File: src/rtl/store_results_pkg.sv
// Shared FFT datapath constants and the store-stage state encoding.
// Imported by the store stage; the load stage uses N_POINTS and DATA_W.
package store_results_pkg;

    localparam int N_POINTS = 8;
    localparam int DATA_W   = 32;
    localparam int ADDR_W   = 4;
    localparam int IDX_W    = $clog2(N_POINTS);
    localparam int CNT_W    = 16;

    typedef logic [IDX_W-1:0]  idx_t;
    typedef logic [DATA_W-1:0] word_t;

    typedef enum logic [1:0] {
        S_IDLE,
        S_WRITE,
        S_DONE
    } store_state_e;

endpackage

File: src/rtl/store_results.sv
// FFT write-back stage: captures an 8-word frame in one handshake and
// streams it into one half of a ping-pong RAM, one word per cycle.
module store_results
    import store_results_pkg::*;
(
    input  logic              clk,
    input  logic              reset_n,
    input  logic              i_in_valid,
    output logic              o_in_ready,
    input  logic [DATA_W-1:0] i_y0,
    input  logic [DATA_W-1:0] i_y1,
    input  logic [DATA_W-1:0] i_y2,
    input  logic [DATA_W-1:0] i_y3,
    input  logic [DATA_W-1:0] i_y4,
    input  logic [DATA_W-1:0] i_y5,
    input  logic [DATA_W-1:0] i_y6,
    input  logic [DATA_W-1:0] i_y7,
    output logic              o_ram_we,
    output logic [ADDR_W-1:0] o_ram_addr,
    output logic [DATA_W-1:0] o_ram_din,
    output logic              o_busy,
    output logic              o_done,
    output logic              o_rd_bank,
    output logic              o_rd_valid,
    output logic [CNT_W-1:0]  o_frame_cnt
);

    localparam idx_t IDX_LAST = idx_t'(N_POINTS - 1);

    store_state_e r_state;
    store_state_e w_state_nxt;

    word_t            r_buf [N_POINTS];
    idx_t             r_idx;
    logic             r_wr_bank;
    logic             r_rd_bank;
    logic             r_rd_valid;
    logic [CNT_W-1:0] r_frame_cnt;
    logic             r_ram_we;
    logic [ADDR_W-1:0] r_ram_addr;
    word_t            r_ram_din;

    word_t w_y [N_POINTS];
    logic  w_capture;
    logic  w_advance;
    idx_t  w_idx_nxt;

    assign w_y[0] = i_y0;
    assign w_y[1] = i_y1;
    assign w_y[2] = i_y2;
    assign w_y[3] = i_y3;
    assign w_y[4] = i_y4;
    assign w_y[5] = i_y5;
    assign w_y[6] = i_y6;
    assign w_y[7] = i_y7;

    assign w_capture = (r_state == S_IDLE) && i_in_valid;
    assign w_advance = (r_state == S_WRITE) && (r_idx != IDX_LAST);
    assign w_idx_nxt = r_idx + idx_t'(1);

    always_ff @(posedge clk) begin
        if (!reset_n) begin
            r_state <= S_IDLE;
        end else begin
            r_state <= w_state_nxt;
        end
    end

    always_comb begin
        w_state_nxt = r_state;
        unique case (r_state)
            S_IDLE:  if (i_in_valid) w_state_nxt = S_WRITE;
            S_WRITE: if (r_idx == IDX_LAST) w_state_nxt = S_DONE;
            S_DONE:  w_state_nxt = S_IDLE;
            default: w_state_nxt = S_IDLE;
        endcase
    end

    // Word 0 goes out on the capture edge so RAM writes follow it directly.
    always_ff @(posedge clk) begin
        if (!reset_n) begin
            for (int k = 0; k < N_POINTS; k++) r_buf[k] <= '0;
            r_idx       <= '0;
            r_ram_we    <= 1'b0;
            r_ram_addr  <= '0;
            r_ram_din   <= '0;
            r_wr_bank   <= 1'b0;
            r_rd_bank   <= 1'b0;
            r_rd_valid  <= 1'b0;
            r_frame_cnt <= '0;
        end else begin
            if (w_capture) begin
                for (int k = 0; k < N_POINTS; k++) r_buf[k] <= w_y[k];
                r_idx      <= '0;
                r_ram_we   <= 1'b1;
                r_ram_addr <= {r_wr_bank, idx_t'(0)};
                r_ram_din  <= w_y[0];
            end else if (w_advance) begin
                r_idx      <= w_idx_nxt;
                r_ram_we   <= 1'b1;
                r_ram_addr <= {r_wr_bank, w_idx_nxt};
                r_ram_din  <= r_buf[w_idx_nxt];
            end else begin
                r_ram_we <= 1'b0;
            end

            if (r_state == S_DONE) begin
                r_rd_bank   <= r_wr_bank;
                r_rd_valid  <= 1'b1;
                r_wr_bank   <= ~r_wr_bank;
                r_frame_cnt <= r_frame_cnt + 1'b1;
            end
        end
    end

    assign o_in_ready  = (r_state == S_IDLE);
    assign o_busy      = (r_state != S_IDLE);
    assign o_done      = (r_state == S_DONE);
    assign o_ram_we    = r_ram_we;
    assign o_ram_addr  = r_ram_addr;
    assign o_ram_din   = r_ram_din;
    assign o_rd_bank   = r_rd_bank;
    assign o_rd_valid  = r_rd_valid;
    assign o_frame_cnt = r_frame_cnt;

endmodule

File: config.mk
export PLATFORM = sky130hd
export DESIGN_NAME = store_results
export DESIGN_NICKNAME = d
export VERILOG_FILES = /design/src/rtl/store_results_pkg.sv /design/src/rtl/store_results.sv
export SDC_FILE = /design/constraint.sdc
export NUM_CORES = 1
export LEC_CHECK = 0
export CAP_MARGIN = 20
export CORE_UTILIZATION = 45
export DETAILED_ROUTE_END_ITERATION = 8
export GPL_ROUTABILITY_DRIVEN = 0
export PLACE_DENSITY = 0.76
export SLEW_MARGIN = 10
export SYNTH_ARGS = -nofsm -noshare
export SYNTH_HDL_FRONTEND = slang
export SYNTH_SLANG_ARGS = --single-unit
File: constraint.sdc
create_clock -name clk -period 7.3 [get_ports clk]
set_input_delay 0.73 -clock clk [delete_from_list [all_inputs] [get_ports clk]]
set_output_delay 0.73 -clock clk [all_outputs]
set_load 0.05 [all_outputs]
==> summary.md, run 1 <==
| Metric | Value |
|---|---|
| Largest family of logic cells by synthesized area | `simple AND/OR/NAND/NOR gates` |
| Filler cells | `2235` |
| Cells after Synth | `920` |
| Placed cell area | `17100 sq um` |
| Fin crit share | `50.6%` |
| Power Dens Cells | `240 nW/um^2` |
| Share of cells above drive strength 1 | `10.4%` |
| Final instance area | `18200 sq um` |
| Least-Margin Pin Slew | `1.10 ns` |
| Rows | `63` |
| Max-slew violations | `0` |
| Post-synthesis register bit count | `314` |
| Req. time, crit path | `6.57 ns` |
| Worst vdd ir | `134 uV` |
| Min Tclk post-route | `3.70 ns` |
| Total chip power | `4.37 mW` |
| Net count after synthesis | `1182` |
| CP Launch Type | `flop` |
| Height of the die | `176 um` |
| TritonCTS clock tree | `yes` |
| Synth warnings | `0` |
| Post-CTS setup buffers | `0` |
| CTS Sinks | `314` |
| Crit path arrival time | `2.97 ns` |
| Fin. Hold Viols | `0` |
| Clk slew on worst S/H paths | `0.06 ns` |
| Max-Cap Viols | `0` |
| Final antenna-violating net count | `0` |
| LEAKAGE | `6.74 nW` |
| Rel. slew slack | `26.5%` |
| Largest net degree at the start of global routing | `136` |
| Worst hold slack | `0.462 ns` |
| Register area share after synthesis | `65.0%` |
| Chip Width | `176 um` |
| Portion of netlist area occupied by mux cells | `10.9%` |
| CTS Hold Buffers Added | `0` |
| H-Tree Level Count | `2` |
| Core area | `29700 sq um` |
| First-pass GRT wire length | `49.1 mm` |
| Simple-Gate Fraction of Synth Area | `15.5%` |
| Average cell area after synthesis | `14.8 sq um` |
| Crit path max fanout | `35` |
| Routed WL | `33.2 mm` |
| Crit. End Element | `primary output` |
| Detailed router's first-iteration violation count | `635` |
| Initial antenna violation count | `2` |
| Hold WC Path Type | `reg2reg` |
| Grt total ovfl | `0` |
| P&R area growth vs syn | `33.8%` |
| TritonCTS Buffers | `34` |
| Fin util | `61.3%` |
| Post-DR wirelength/cell | `20.3 um` |
| Nets@finish | `1478` |
| Skew final | `0.0197 ns` |
| Via density | `5.29` |
| GRT Overall Usage | `21.1%` |
| Status | `finished clean` |
| Prevailing post-synth register cell | `edfxtp_1` |
| Mapped Area | `13600 sq um` |
| Xor/xnor share of the synthesized area | `0.772%` |
| Max Freq | `271 MHz` |
| Clock root cell | `clkbuf_16` |
| Synth cell types | `43` |
| RSZ-0062 raised after global routing | `no` |
| Pre-antenna DRT Iters | `5` |
| Vias in the first global route | `8681` |
| Die Area | `30900 sq um` |
| Critical setup path kind | `reg2out` |
| Initial Util | `45.8%` |
| Worst-Skew Late Latency | `0.50 ns` |
| Vias | `8635` |
| EDFF count, synth | `256` |
| DR DRC count | `0` |
| Post-detail-place hpwl | `22.0 mm` |
| Resized Gates After CTS | `0` |
| Clk buf depth | `3` |
| Setup violations, final | `0` |
| Final TNS setup | `0 ns` |
| IO Count | `317` |
| Post-synthesis compound-gate area fraction | `5.43%` |
| Async set-reset flop share out of synthesis | `0%` |
| Post-synthesis adder-cell area fraction | `0.276%` |
| IO buf count | `316` |
-- critical path, cell delays in order (launching register included) --
cell and delay (ns):
dfxtp_4 0.83, buf_4 0.69, clkdlybuf4s50_1 0.94
-- stage by stage --
stage / setup slack, ns / instances
2_1_floorplan: 2.39 / 920
3_3_place_gp: 3.49 / 1569
5_1_grt: 3.34 / 1633
4_1_cts: 3.44 / 1630
6_report: 3.60 / 1633
3_5_place_dp: 3.35 / 1569
-- kinds of logic (layout without fill, tap and decap cells) --
kind of cell             Yosys count  count (layout)
AND/OR/NAND/NOR                  352             352
flip-flops                       314             314
AO/OA/AOI/OAI                    104             104
multiplexers                      69              69
buffers and inverters             66             387
XOR/XNOR                          12              12
adder cells (fa/ha/maj)            3               3
other                              0               2
-- cell type report --
type	instances	area, sq um	share of cell area (%)
Multi-Input combinational cell	540	4520	24.8
Tap cell	390	488	2.68
Antenna cell	2	5.00	0.0275
Clock buffer	47	971	5.33
Clock inverter	14	148	0.811
Sequential cell	314	8850	48.6
Timing Repair Buffer	322	3220	17.7
Inverter	4	15.0	0.0824
-- flip-flops by register name (all words and copies together) (netlist names) --
| register | flops |
|---|---|
| o_ram_din | 32 |
| r_wr_bank | 1 |
| o_rd_bank | 1 |
| r_buf | 256 |
| o_ram_we | 1 |
| o_ram_addr | 4 |
| o_rd_valid | 1 |
| o_frame_cnt | 16 |
| r_state | 2 |
-- power breakdown --
| group | internal [mW] | switching, mW | leakage, nW | total [mW] |
|---|---|---|---|---|
| clock network | 1.04 | 0.670 | 0.551 | 1.71 |
| registers | 2.08 | 0.0499 | 3.22 | 2.13 |
| logic | 0.283 | 0.252 | 2.97 | 0.535 |
| total | 3.40 | 0.972 | 6.74 | 4.37 |
-- placed cells by master, fill, tap and decap left out, types with 2 or more instances in the layout --
cell type          n
mux4_2            63
nand4_1            4
mux2i_1            6
clkbuf_8           5
clkinv_2           6
xnor2_1            6
o31ai_1            2
inv_1              3
buf_4              5
o21ai_0           17
clkbuf_16         35
or4_1              3
clkdlybuf4s50_1  315
o22ai_1           12
nor2_1            33
nand2_1           14
a2bb2oi_1         13
bufinv_16          3
nor4_1             2
a211o_1           18
ha_1               2
edfxtp_1         256
a21oi_1           18
xor2_1             6
and4b_1            2
dfxtp_1           57
clkinv_1           4
nor2b_1           17
diode_2            2
and2_1           259
nor3_1             4
clkbuf_1           7
a22o_1            19
nand3_1            4
-- layer usage --
layer  share of wire [%]  up-vias  global-route usage (%)  routed length, um
met3                 5.9       65                    3.74               1960
met2                  49      323                    34.6              16200
met4                 3.1        0                    7.72               1030
met5                   0        -                       0                  0
li1                    -     4001                       -                  -
met1                  42     4246                    28.3              14000
-- synthesized netlist by cell type, drive strengths merged (13+ instances only) --
library cell | number | share of area, %
dfxtp | 58 | 8.5
and2 | 259 | 12
mux4 | 63 | 10
o21ai | 17 | 0.63
nor2b | 17 | 0.78
a22o | 19 | 1.2
a21oi | 18 | 0.66
a211o | 18 | 1.2
a2bb2oi | 13 | 0.84
nand2 | 15 | 0.41
buf | 22 | 0.88
edfxtp | 256 | 56
nor2 | 34 | 0.94
clkbuf | 40 | 1.1
-- path summary, 6_finish.rpt --
path | startpoint | endpoint | slack [ns] | depth (start not counted)
setup / recovery | o_ram_addr[0] | o_ram_addr[0] | 3.60 | 2
setup reg to reg | o_ram_addr[0] | o_ram_din[7] | 3.98 | 6
hold reg to reg | o_ram_din[29] | o_ram_din[29] | 0.46 | 1
hold / removal | o_ram_din[29] | o_ram_din[29] | 0.46 | 1
No activity file was read; power rests on OpenSTA's default activity.
==> run 2, diff against run 1 <==
--- a/config.mk
+++ b/config.mk
@@ -6,10 +6,10 @@
 export NUM_CORES = 1
 export LEC_CHECK = 0
 export CAP_MARGIN = 20
-export CORE_UTILIZATION = 45
+export CORE_UTILIZATION = 50
 export DETAILED_ROUTE_END_ITERATION = 8
 export GPL_ROUTABILITY_DRIVEN = 0
-export PLACE_DENSITY = 0.76
+export PLACE_DENSITY = 0.8
 export SLEW_MARGIN = 10
 export SYNTH_ARGS = -nofsm -noshare
 export SYNTH_HDL_FRONTEND = slang
==> constraint.sdc (replaced) <==
create_clock -name clk -period 3.79 [get_ports clk]
set_input_delay 0.379 -clock clk [delete_from_list [all_inputs] [get_ports clk]]
set_output_delay 0.379 -clock clk [all_outputs]
set_load 0.05 [all_outputs]
==> run 2 against run 1 <==
  * First-iteration DRC count up 14%
  * Cell area grew 0.20%
  * Routed wire length down 0.85%
  * Global-route usage up 2.5 points
  * Total power increased by 90%
  * Clock power is 86% higher
  * Core utilization increased by 6.8 points
  * Register-to-register slack worse by 2.8 ns
  * Clock-buffer cell count did not move
  * Clock skew is 0.0087 ns lower
  * Sequential cell count unchanged
  * Setup slack worse by 2.8 ns
  * Largest cell class unchanged
==> summary.md, run 2 (synthesis results as in run 1) <==
| Metric | Value |
|---|---|
| Status | `finished clean (unchanged)` |
| Clock power share | `38.2% (was 39.0%)` |
| Resized Gates After CTS | `0 (unchanged)` |
| Initial antenna violation count | `4 (was 2)` |
| Crit path cell chain | `nor2b_1 > clkdlybuf4s50_1 (was buf_4 > clkdlybuf4s50_1)` |
| Largest net degree at the start of global routing | `105 (was 136)` |
| Hold Path Stages | `3 (was 1)` |
| Top Family by Delay on Critical Path | `buffers and inverters (unchanged)` |
| Crit path arrival time | `2.64 ns (was 2.97 ns)` |
| Path depth of the worst reg2reg path | `8 (was 6)` |
| H-Tree Level Count | `2 (unchanged)` |
| Max-Cap Viols | `0 (unchanged)` |
| Most common cell after layout, fill and taps aside | `clkdlybuf4s50_1 (unchanged)` |
| GRT Overall Usage | `23.6% (was 21.1%)` |
| Power Internal | `6.46 mW (was 3.40 mW)` |
| Final antenna-violating net count | `0 (unchanged)` |
| Hold Path Sink | `o_frame_cnt[15] (was o_ram_din[29])` |
| Delay of the slowest cell on the worst path | `0.93 ns (was 0.94 ns)` |
| CTS Hold Buffers Added | `0 (unchanged)` |
| RSZ-0062 raised after global routing | `no (unchanged)` |
| Chip Width | `167 um (was 176 um)` |
| Clock root cell | `clkbuf_16 (unchanged)` |
| LEAKAGE | `6.79 nW (was 6.74 nW)` |
| Core area | `26800 sq um (was 29700 sq um)` |
| Commonest non-fill, non-tap cells in the layout | `clkdlybuf4s50_1 (315), and2_1 (259), edfxtp_1 (256) (unchanged)` |
| Pre-CTS setup slack | `0.940 ns (was 3.35 ns)` |
| P&R area growth vs syn | `34.1% (was 33.8%)` |
| Min Tclk post-route | `3.02 ns` |
| Height of the die | `167 um (was 176 um)` |
| Top reg by flops | `r_buf (unchanged)` |
| IO buf count | `316 (unchanged)` |
| DR DRC count | `0 (unchanged)` |
| Least-Margin Pin Slew | `1.09 ns (was 1.10 ns)` |
| Rows | `60 (was 63)` |
| Final TNS setup | `0 ns (unchanged)` |
| Crit. End Element | `primary output (unchanged)` |
| Vias in the first global route | `8877 (was 8681)` |
| Fin util | `68.1% (was 61.3%)` |
| First-pass GRT wire length | `49.9 mm (was 49.1 mm)` |
| Critical setup path kind | `reg2out (unchanged)` |
| TritonCTS Buffers | `34 (unchanged)` |
| Max reg flops | `256 (unchanged)` |
| Filler cells | `1801 (was 2235)` |
| Pre-antenna DRT Iters | `5 (unchanged)` |
| Post-route setup slack | `0.769 ns (was 3.60 ns)` |
| Worst-Skew Late Latency | `0.50 ns (about the same)` |
| Via density | `5.47 (was 5.29)` |
| Post-DR wirelength/cell | `20.6 um (was 20.3 um)` |
| Vias | `8746 (was 8635)` |
| Switching Share | `22.4% (was 22.2%)` |
| Detailed router's first-iteration violation count | `726 (was 635)` |
| Skew final | `0.0110 ns (was 0.0197 ns)` |
| Setup violations, final | `0 (unchanged)` |
| Hold WC Path Type | `in2reg (was reg2reg)` |
| Clk buf depth | `3 (unchanged)` |
| TritonCTS clock tree | `yes (unchanged)` |
| Share of cells above drive strength 1 | `10.8% (was 10.4%)` |
| Worst vdd ir | `251 uV (was 134 uV)` |
| Worst hold slack | `0.440 ns (was 0.462 ns)` |
| CP Launch Type | `flop (unchanged)` |
| Nets@finish | `1491 (was 1478)` |
| Die Area | `27900 sq um (was 30900 sq um)` |
| Seq pwr share | `49.2% (was 48.7%)` |
| Rel. slew slack | `27.1% (was 26.5%)` |
| Crit path max fanout | `23 (was 35)` |
| Fin. Hold Viols | `0 (unchanged)` |
| Clk slew on worst S/H paths | `0.06 ns (about the same)` |
| Max-slew violations | `0 (unchanged)` |
| Initial Util | `50.8% (was 45.8%)` |
| Grt total ovfl | `0 (unchanged)` |
| Hold wc startpoint | `reset_n (was o_ram_din[29])` |
| Worst R2R Setup Slack | `1.14 ns (was 3.98 ns)` |
| Post-detail-place hpwl | `22.9 mm (was 22.0 mm)` |
| Post-CTS setup buffers | `0 (unchanged)` |
| RR Startpoint | `o_ram_addr[0] (unchanged)` |
| Routed WL | `32.9 mm (was 33.2 mm)` |
| WP depth | `2 (unchanged)` |
| Reg-to-reg endpoint | `o_ram_din[7] (unchanged)` |
| Fin crit share | `79.7%` |
| IO Count | `317 (unchanged)` |
| Critical path's slowest cell | `clkdlybuf4s50_1 (unchanged)` |
| Buf/Inv on CP | `1 (was 2)` |
| Net switching power | `1.86 mW (was 972 uW)` |
| Max Freq | `331 MHz` |
| Gate power share | `12.6% (was 12.2%)` |
| Req. time, crit path | `3.41 ns (was 6.57 ns)` |
| CTS Sinks | `314 (unchanged)` |
| Power Dens Cells | `456 nW/um^2 (was 240 nW/um^2)` |
-- run 2: area by class of cell --
| type | instances | area [sq um] | share of cell area (%) |
|---|---|---|---|
| tap | 341 | 427 | 2.34 |
| timing repair buffer | 335 | 3360 | 18.4 |
| antenna | 4 | 10.0 | 0.0548 |
| inverter | 4 | 15.0 | 0.0823 |
| multi-input combinational | 540 | 4510 | 24.7 |
| clock buffer | 47 | 951 | 5.21 |
| clock inverter | 14 | 121 | 0.665 |
| sequential | 314 | 8850 | 48.5 |
-- run 2: power groups by stage --
stage | clock network (mW) | logic, mW | registers (mW)
detailed placement | 0 | 1.06 | 4.16
global route | 3.33 | 1.11 | 4.11
global placement | 0 | 1.04 | 4.15
CTS | 3.22 | 1.06 | 4.09
finish | 3.18 | 1.05 | 4.09
floorplan | 0 | 0.451 | 4.25
-- run 2: metrics by stage --
stage	instances	cell area (sq um)	power [mW]
after floorplan	920	13600	4.70
after global placement	1534	17200	5.19
after detailed placement	1534	17200	5.22
after CTS	1595	18200	8.37
after global routing	1599	18300	8.56
final	1599	18300	8.32
-- run 2: worst min-delay path: cells and delay by family --
family                 cells  cell delay [ns]
muxes                      1             0.05
and+or+nand+nor            1             0.15
buffers and inverters      1             0.30
-- run 2: worst max path at each step --
stage	startpoint	endpoint
6_report	r_state[0]	o_done
5_1_grt	r_state[0]	o_done
4_1_cts	r_state[0]	o_done
3_5_place_dp	i_in_valid	r_buf[3][23]
3_3_place_gp	i_in_valid	r_buf[1][23]
2_1_floorplan	r_state[1]	r_buf[0][0]
-- run 2: metal layers --
| layer | up-vias | track usage (%) | share of wire (%) |
|---|---|---|---|
| met5 | - | 0 | 0 |
| met4 | 0 | 8.45 | 3.2 |
| met3 | 69 | 4.04 | 5.3 |
| met2 | 321 | 38.8 | 49 |
| met1 | 4317 | 31.9 | 42 |
| li1 | 4039 | - | - |
